<file path="src/rtl/fork_join_ctrl_pkg.sv">
// Shared types and default widths for the fork/join controller.
package fork_join_pkg;

  localparam int DUR_W_DEF = 8;
  localparam int NOW_W     = 16;

  typedef enum logic [1:0] {
    JOIN_ALL  = 2'd0,
    JOIN_ANY  = 2'd1,
    JOIN_NONE = 2'd2,
    JOIN_RSVD = 2'd3
  } join_mode_e;

  typedef enum logic [1:0] {
    IDLE     = 2'd0,
    WAIT     = 2'd1,
    DETACHED = 2'd2
  } fj_state_e;

endpackage

</file>
<file path="src/rtl/fork_join_ctrl_task_timer.sv">
// One worker timer: loads max(duration,1), pulses done in its last cycle,
// then drops busy. done_nxt predicts next cycle's pulse for the join logic.
module task_timer
  import fork_join_pkg::*;
#(
  parameter int DUR_W = DUR_W_DEF
) (
  input  logic             clk,
  input  logic             rst_n,
  input  logic             load,
  input  logic [DUR_W-1:0] duration,
  output logic             busy,
  output logic             done,
  output logic             done_nxt
);

  localparam logic [DUR_W-1:0] ONE = {{(DUR_W-1){1'b0}}, 1'b1};
  localparam logic [DUR_W-1:0] TWO = {{(DUR_W-2){1'b0}}, 2'b10};

  logic [DUR_W-1:0] cnt_r;
  logic [DUR_W-1:0] dur_eff_s;
  logic             busy_r;
  logic             done_r;
  logic             done_nxt_s;

  // Effective duration and next-cycle completion prediction.
  always_comb begin
    dur_eff_s  = (duration == '0) ? ONE : duration;
    done_nxt_s = 1'b0;
    if (load) begin
      done_nxt_s = (dur_eff_s == ONE);
    end else if (busy_r && !done_r) begin
      done_nxt_s = (cnt_r == TWO);
    end else begin
      done_nxt_s = 1'b0;
    end
  end

  // Countdown state; cnt_r holds the remaining cycles including the current one.
  always_ff @(posedge clk) begin
    if (!rst_n) begin
      cnt_r  <= '0;
      busy_r <= 1'b0;
      done_r <= 1'b0;
    end else if (load) begin
      cnt_r  <= dur_eff_s;
      busy_r <= 1'b1;
      done_r <= done_nxt_s;
    end else if (busy_r) begin
      cnt_r  <= cnt_r - ONE;
      done_r <= done_nxt_s;
      if (done_r) begin
        busy_r <= 1'b0;
      end else begin
        busy_r <= 1'b1;
      end
    end else begin
      done_r <= 1'b0;
    end
  end

  assign busy     = busy_r;
  assign done     = done_r;
  assign done_nxt = done_nxt_s;

endmodule

</file>
<file path="src/rtl/fork_join_ctrl.sv">
// Fork/join controller: one dispatch launches N_TASK timers and releases the
// parent on all-done, first-done or immediately, depending on the join mode.
module fork_join_ctrl
  import fork_join_pkg::*;
#(
  parameter int N_TASK = 2,
  parameter int DUR_W  = DUR_W_DEF
) (
  input  logic                    clk,
  input  logic                    rst_n,
  input  logic                    start_valid,
  output logic                    start_ready,
  input  logic [1:0]              join_mode,
  input  logic [N_TASK*DUR_W-1:0] dur,
  output logic [N_TASK-1:0]       task_busy,
  output logic [N_TASK-1:0]       task_done,
  output logic                    parent_go,
  output logic [NOW_W-1:0]        now
);

  localparam logic [NOW_W-1:0] NOW_ONE = {{(NOW_W-1){1'b0}}, 1'b1};

  fj_state_e        state_r;
  join_mode_e       mode_r;
  join_mode_e       mode_s;
  logic             start_ready_r;
  logic             parent_go_r;
  logic [NOW_W-1:0] now_r;

  logic              accept_s;
  logic [N_TASK-1:0] busy_s;
  logic [N_TASK-1:0] done_s;
  logic [N_TASK-1:0] done_nxt_s;
  logic [N_TASK-1:0] outstanding_nxt_s;
  logic              drain_done_s;
  logic              wait_go_s;

  for (genvar i = 0; i < N_TASK; i++) begin : g_task
    task_timer #(.DUR_W(DUR_W)) u_timer (
      .clk      (clk),
      .rst_n    (rst_n),
      .load     (accept_s),
      .duration (dur[i*DUR_W +: DUR_W]),
      .busy     (busy_s[i]),
      .done     (done_s[i]),
      .done_nxt (done_nxt_s[i])
    );
  end

  // Join conditions; outputs are registered, so decisions look one cycle ahead.
  always_comb begin
    mode_s            = join_mode_e'(join_mode);
    accept_s          = start_valid && start_ready_r && (state_r == IDLE);
    outstanding_nxt_s = busy_s & ~done_s & ~done_nxt_s;
    drain_done_s      = ((busy_s & ~done_s) == '0);
    if (mode_r == JOIN_ANY) begin
      wait_go_s = |done_nxt_s;
    end else begin
      wait_go_s = (outstanding_nxt_s == '0);
    end
  end

  // Dispatch FSM with registered start_ready and parent_go.
  always_ff @(posedge clk) begin
    if (!rst_n) begin
      state_r       <= IDLE;
      mode_r        <= JOIN_ALL;
      start_ready_r <= 1'b1;
      parent_go_r   <= 1'b0;
    end else begin
      parent_go_r <= 1'b0;
      case (state_r)
        IDLE: begin
          if (accept_s) begin
            mode_r        <= mode_s;
            start_ready_r <= 1'b0;
            case (mode_s)
              JOIN_NONE: begin
                parent_go_r <= 1'b1;
                state_r     <= DETACHED;
              end
              JOIN_ANY: begin
                parent_go_r <= |done_nxt_s;
                state_r     <= (|done_nxt_s) ? DETACHED : WAIT;
              end
              default: begin
                parent_go_r <= &done_nxt_s;
                state_r     <= (&done_nxt_s) ? DETACHED : WAIT;
              end
            endcase
          end else begin
            start_ready_r <= 1'b1;
          end
        end
        WAIT: begin
          if (drain_done_s) begin
            state_r       <= IDLE;
            start_ready_r <= 1'b1;
          end else if (wait_go_s) begin
            parent_go_r <= 1'b1;
            state_r     <= DETACHED;
          end else begin
            state_r <= WAIT;
          end
        end
        DETACHED: begin
          if (drain_done_s) begin
            state_r       <= IDLE;
            start_ready_r <= 1'b1;
          end else begin
            state_r <= DETACHED;
          end
        end
        default: begin
          state_r       <= IDLE;
          start_ready_r <= 1'b1;
        end
      endcase
    end
  end

  // Free-running cycle counter.
  always_ff @(posedge clk) begin
    if (!rst_n) begin
      now_r <= '0;
    end else begin
      now_r <= now_r + NOW_ONE;
    end
  end

  assign start_ready = start_ready_r;
  assign task_busy   = busy_s;
  assign task_done   = done_s;
  assign parent_go   = parent_go_r;
  assign now         = now_r;

endmodule

</file>
<file path="config.mk">
export PLATFORM = sky130hd
export DESIGN_NAME = fork_join_ctrl
export DESIGN_NICKNAME = d
export VERILOG_FILES = /design/src/rtl/fork_join_ctrl_pkg.sv /design/src/rtl/fork_join_ctrl_task_timer.sv /design/src/rtl/fork_join_ctrl.sv
export SDC_FILE = /design/constraint.sdc
export NUM_CORES = 1
export LEC_CHECK = 0
export ABC_AREA = 1
export BUFFER_PORTS_ARGS = -buffer_cell sky130_fd_sc_hd__buf_4
export CAP_MARGIN = 5
export CORE_ASPECT_RATIO = 0.9
export CORE_MARGIN = 10
export CORE_UTILIZATION = 42
export DETAILED_ROUTE_END_ITERATION = 12
export RECOVER_POWER = 50
export SLEW_MARGIN = 20
export SYNTH_ARGS = -nofsm -noshare
export SYNTH_HDL_FRONTEND = slang
export SYNTH_SLANG_ARGS = --single-unit
</file>
<file path="constraint.sdc">
create_clock -name clk -period 5.1 [get_ports clk]
set_input_delay 0.255 -clock clk [delete_from_list [all_inputs] [get_ports clk]]
set_output_delay 0.255 -clock clk [all_outputs]
set_load 0.02 [all_outputs]
</file>
==> impl_results.md <==
- Crit path max fanout: 19
- Synth Register Bits: 42
- Busiest layer in global routing: met2
- Drt first pass iters: 4
- Final wirelength: 5424 um
- Port Buf Inserts: 42
- Total vias in the final route: 2127
- Site Rows: 25
- Dpl cell area: 2731 um^2
- N_diodes: 0
- Tcrit/Tclk final: 55.44%
- Clock Path Buffers: 2
- Kind of end point of the critical path: flip-flop
- Post-route antenna net violation count: 0
- Clock sinks: 42
- Mapped Area: 2382 um^2
- Die ar.: 9089 um^2
- Final Skew: 3.356 ps
- Core Region: 5380 um^2
- Post-DP HPWL: 4183 um
- Crit path max-delay cell type: nor2_1
- RSZ-0062 raised after global routing: no
- Area Growth Syn to Fin: 13.92%
- Unique cell type count in the Yosys netlist: 37
- Multi-input logic area: 1277 um^2
- Die width: 99.39 um
- Worst Path Required: 5310 ps
- M1 GR Usage: 16.10%
- Final std cells w/o fill: 447
- Mean routed wirelength per cell: 12.13 um
- Setup bufs post-CTS: 0
- Pleak: 1.200 nW
- Die height: 91.45 um
- # DRC: 0
- Setup Viol. Count Final: 0
- Ys flop type: dfxtp_1
- Highest Clock Rate: 353.7 MHz
- Register area share after synthesis: 35.29%
- Num CTS Buffers: 5
- Min-Delay Path Class: primary input to flip-flop
- Layout cells sized above 1: 12.63%
- Iteration-0 DRC Markers: 59
- TritonCTS clock tree: done
- Post-route cell area: 2714 um^2
- Number of fillers in the final layout: 574
- Post-synth EDFFs: 0
- Post-Place Cells: 439
- Io pins: 43
- Syn nets: 371
- Routing usage on met3: 4.167%
- Run status: finished clean
- Grt ovf: 0
- Period minus WS final: 2827 ps
- Met2 Use GR: 18.82%
- Finished Core Util: 50.44%
- Crit start category: flip-flop
- Syn_area_per_cell: 7.027 um^2
- Initial antenna violation count: 0
- Worst vdd ir: 0.1911 mV
- Global-route wire length before repair: 9632 um
- FF+latch area: 840.8 um^2
- Starting Density: 44.28%
- Max-cap viol count: 0
- Pin count of the biggest net entering global routing: 27
- CTS resizes: 0
- Total Routing Usage GR: 12.37%
- Final hold vios: 0
- Slew Viols, Final: 0
- Worst Tran Pin Value: 1399 ps
- Fin Setup TNS: 0 ps
- Slew headroom: 6.395%
- Clock Pin Slew Worst Setup and Hold Paths: 80 ps
- Htree depth: 2
- Setup CP Type: flip-flop to flip-flop
- Synth warnings: 0
- Crit-path cells: inv_1, ha_1, inv_2, nor2_1, nand3_2, nand2_2, inv_2, o21ai_2, nand3_1, nand3_1, nand2_1, a21oi_2
- Worst-Skew Late Latency: 290 ps
- Vias in the first global route: 2103
- FFs w/ async S/R, synth: 0%
- Nets: 411
- GP Congestion: 0.7861
- CP peak stage delay: 1050 ps
- Root Buffer: clkbuf_8
- CTS hold repair buffers: 0
- CP arrival: 3040 ps
- Syn Inst Count: 339
- Pwr/cell area: 395.2 nW/um^2
- Vias per inst: 4.758
power breakdown:
part	total, mW	internal (mW)	switching, mW
Sequential	0.428	0.380	0.0479
Combinational	0.422	0.166	0.256
Clock	0.222	0.109	0.113
cell type report:
type	instances	share of cell area [%]
timing repair buffer	42	8.437
clock inverter	1	0.1844
clock buffer	7	3.181
tap	67	3.089
sequential	42	30.98
inverter	51	7.054
multi-input combinational	237	47.07
cells in the mapped netlist, drive strengths merged, types with 2 or more instances:
master / instances / area, um^2
a21oi: 19 / 102.6
and2: 2 / 12.51
nand2: 96 / 387.9
dfxtp: 42 / 840.8
a31oi: 11 / 68.82
clkbuf: 3 / 11.26
xor2: 7 / 61.31
nor3: 10 / 55.05
nand3b: 2 / 15.01
nand3: 15 / 85.08
ha: 11 / 137.6
inv: 50 / 187.7
buf: 6 / 38.78
o21ai: 13 / 68.81
xnor2: 6 / 52.55
nor2: 35 / 172.7
o221ai: 2 / 17.52
nand4: 3 / 18.77
critical path: cells and delay by family, from the launching register on:
| kind | cells | cell delay (ps) |
|---|---|---|
| and+or+nand+nor | 6 | 1700 |
| DFF | 1 | 350 |
| AOI/OAI and AO/OA | 2 | 250 |
| adders and majority gates | 1 | 240 |
| buffers and inverters | 3 | 200 |
path summary, 6_finish.rpt:
path                start          to  slack [ps]  depth (start not counted)
max            state_r[0]  state_r[1]        2270                         12
min          join_mode[1]   mode_r[1]         250                          3
max reg2reg    state_r[0]  state_r[1]        2270                         12
min reg2reg       now[11]     now[11]         460                          2
stage by stage:
stage	setup WS, ps	power (mW)	hold slack [ps]
after floorplan	3412	0.7774	393.4
after global placement	3067	0.8707	442.2
after detailed placement	2966	0.8750	447.7
after CTS	2947	1.103	235.9
after global routing	1982	1.171	237.0
final	2273	1.073	245.1
flip-flops by register name (all words and copies together) (netlist names):
| register | flops |
|---|---|
| parent_go | 1 |
| g_task.u_timer.done | 2 |
| start_ready | 1 |
| state_r | 2 |
| now | 16 |
| mode_r | 2 |
| g_task.u_timer.busy | 2 |
| g_task.u_timer.cnt_r | 16 |
layer usage:
metal,up-vias,wire (um)
met3,8,336
met2,40,2260
met4,0,57
met5,-,0
li1,1151,-
met1,928,2769
cell families after synthesis:
logic type	share of synthesized area, %
compound gates	12.13
xor+xnor	4.779
fa+ha+maj	5.777
buf+inv	10.14
flops	35.29
simple gates	31.88
cell usage in the layout (no fill, tap or decap), drive strengths merged, types with 2 or more instances in the layout:
| cell type | instances |
|---|---|
| a21oi | 19 |
| a31oi | 11 |
| and2 | 2 |
| buf | 19 |
| clkbuf | 30 |
| clkinv | 2 |
| dfxtp | 42 |
| ha | 11 |
| inv | 50 |
| nand2 | 96 |
| nand3 | 15 |
| nand3b | 2 |
| nand4 | 3 |
| nor2 | 35 |
| nor3 | 10 |
| o21ai | 13 |
| o221ai | 2 |
| xnor2 | 6 |
| xor2 | 7 |
No activity file was read; power rests on OpenSTA's default activity.
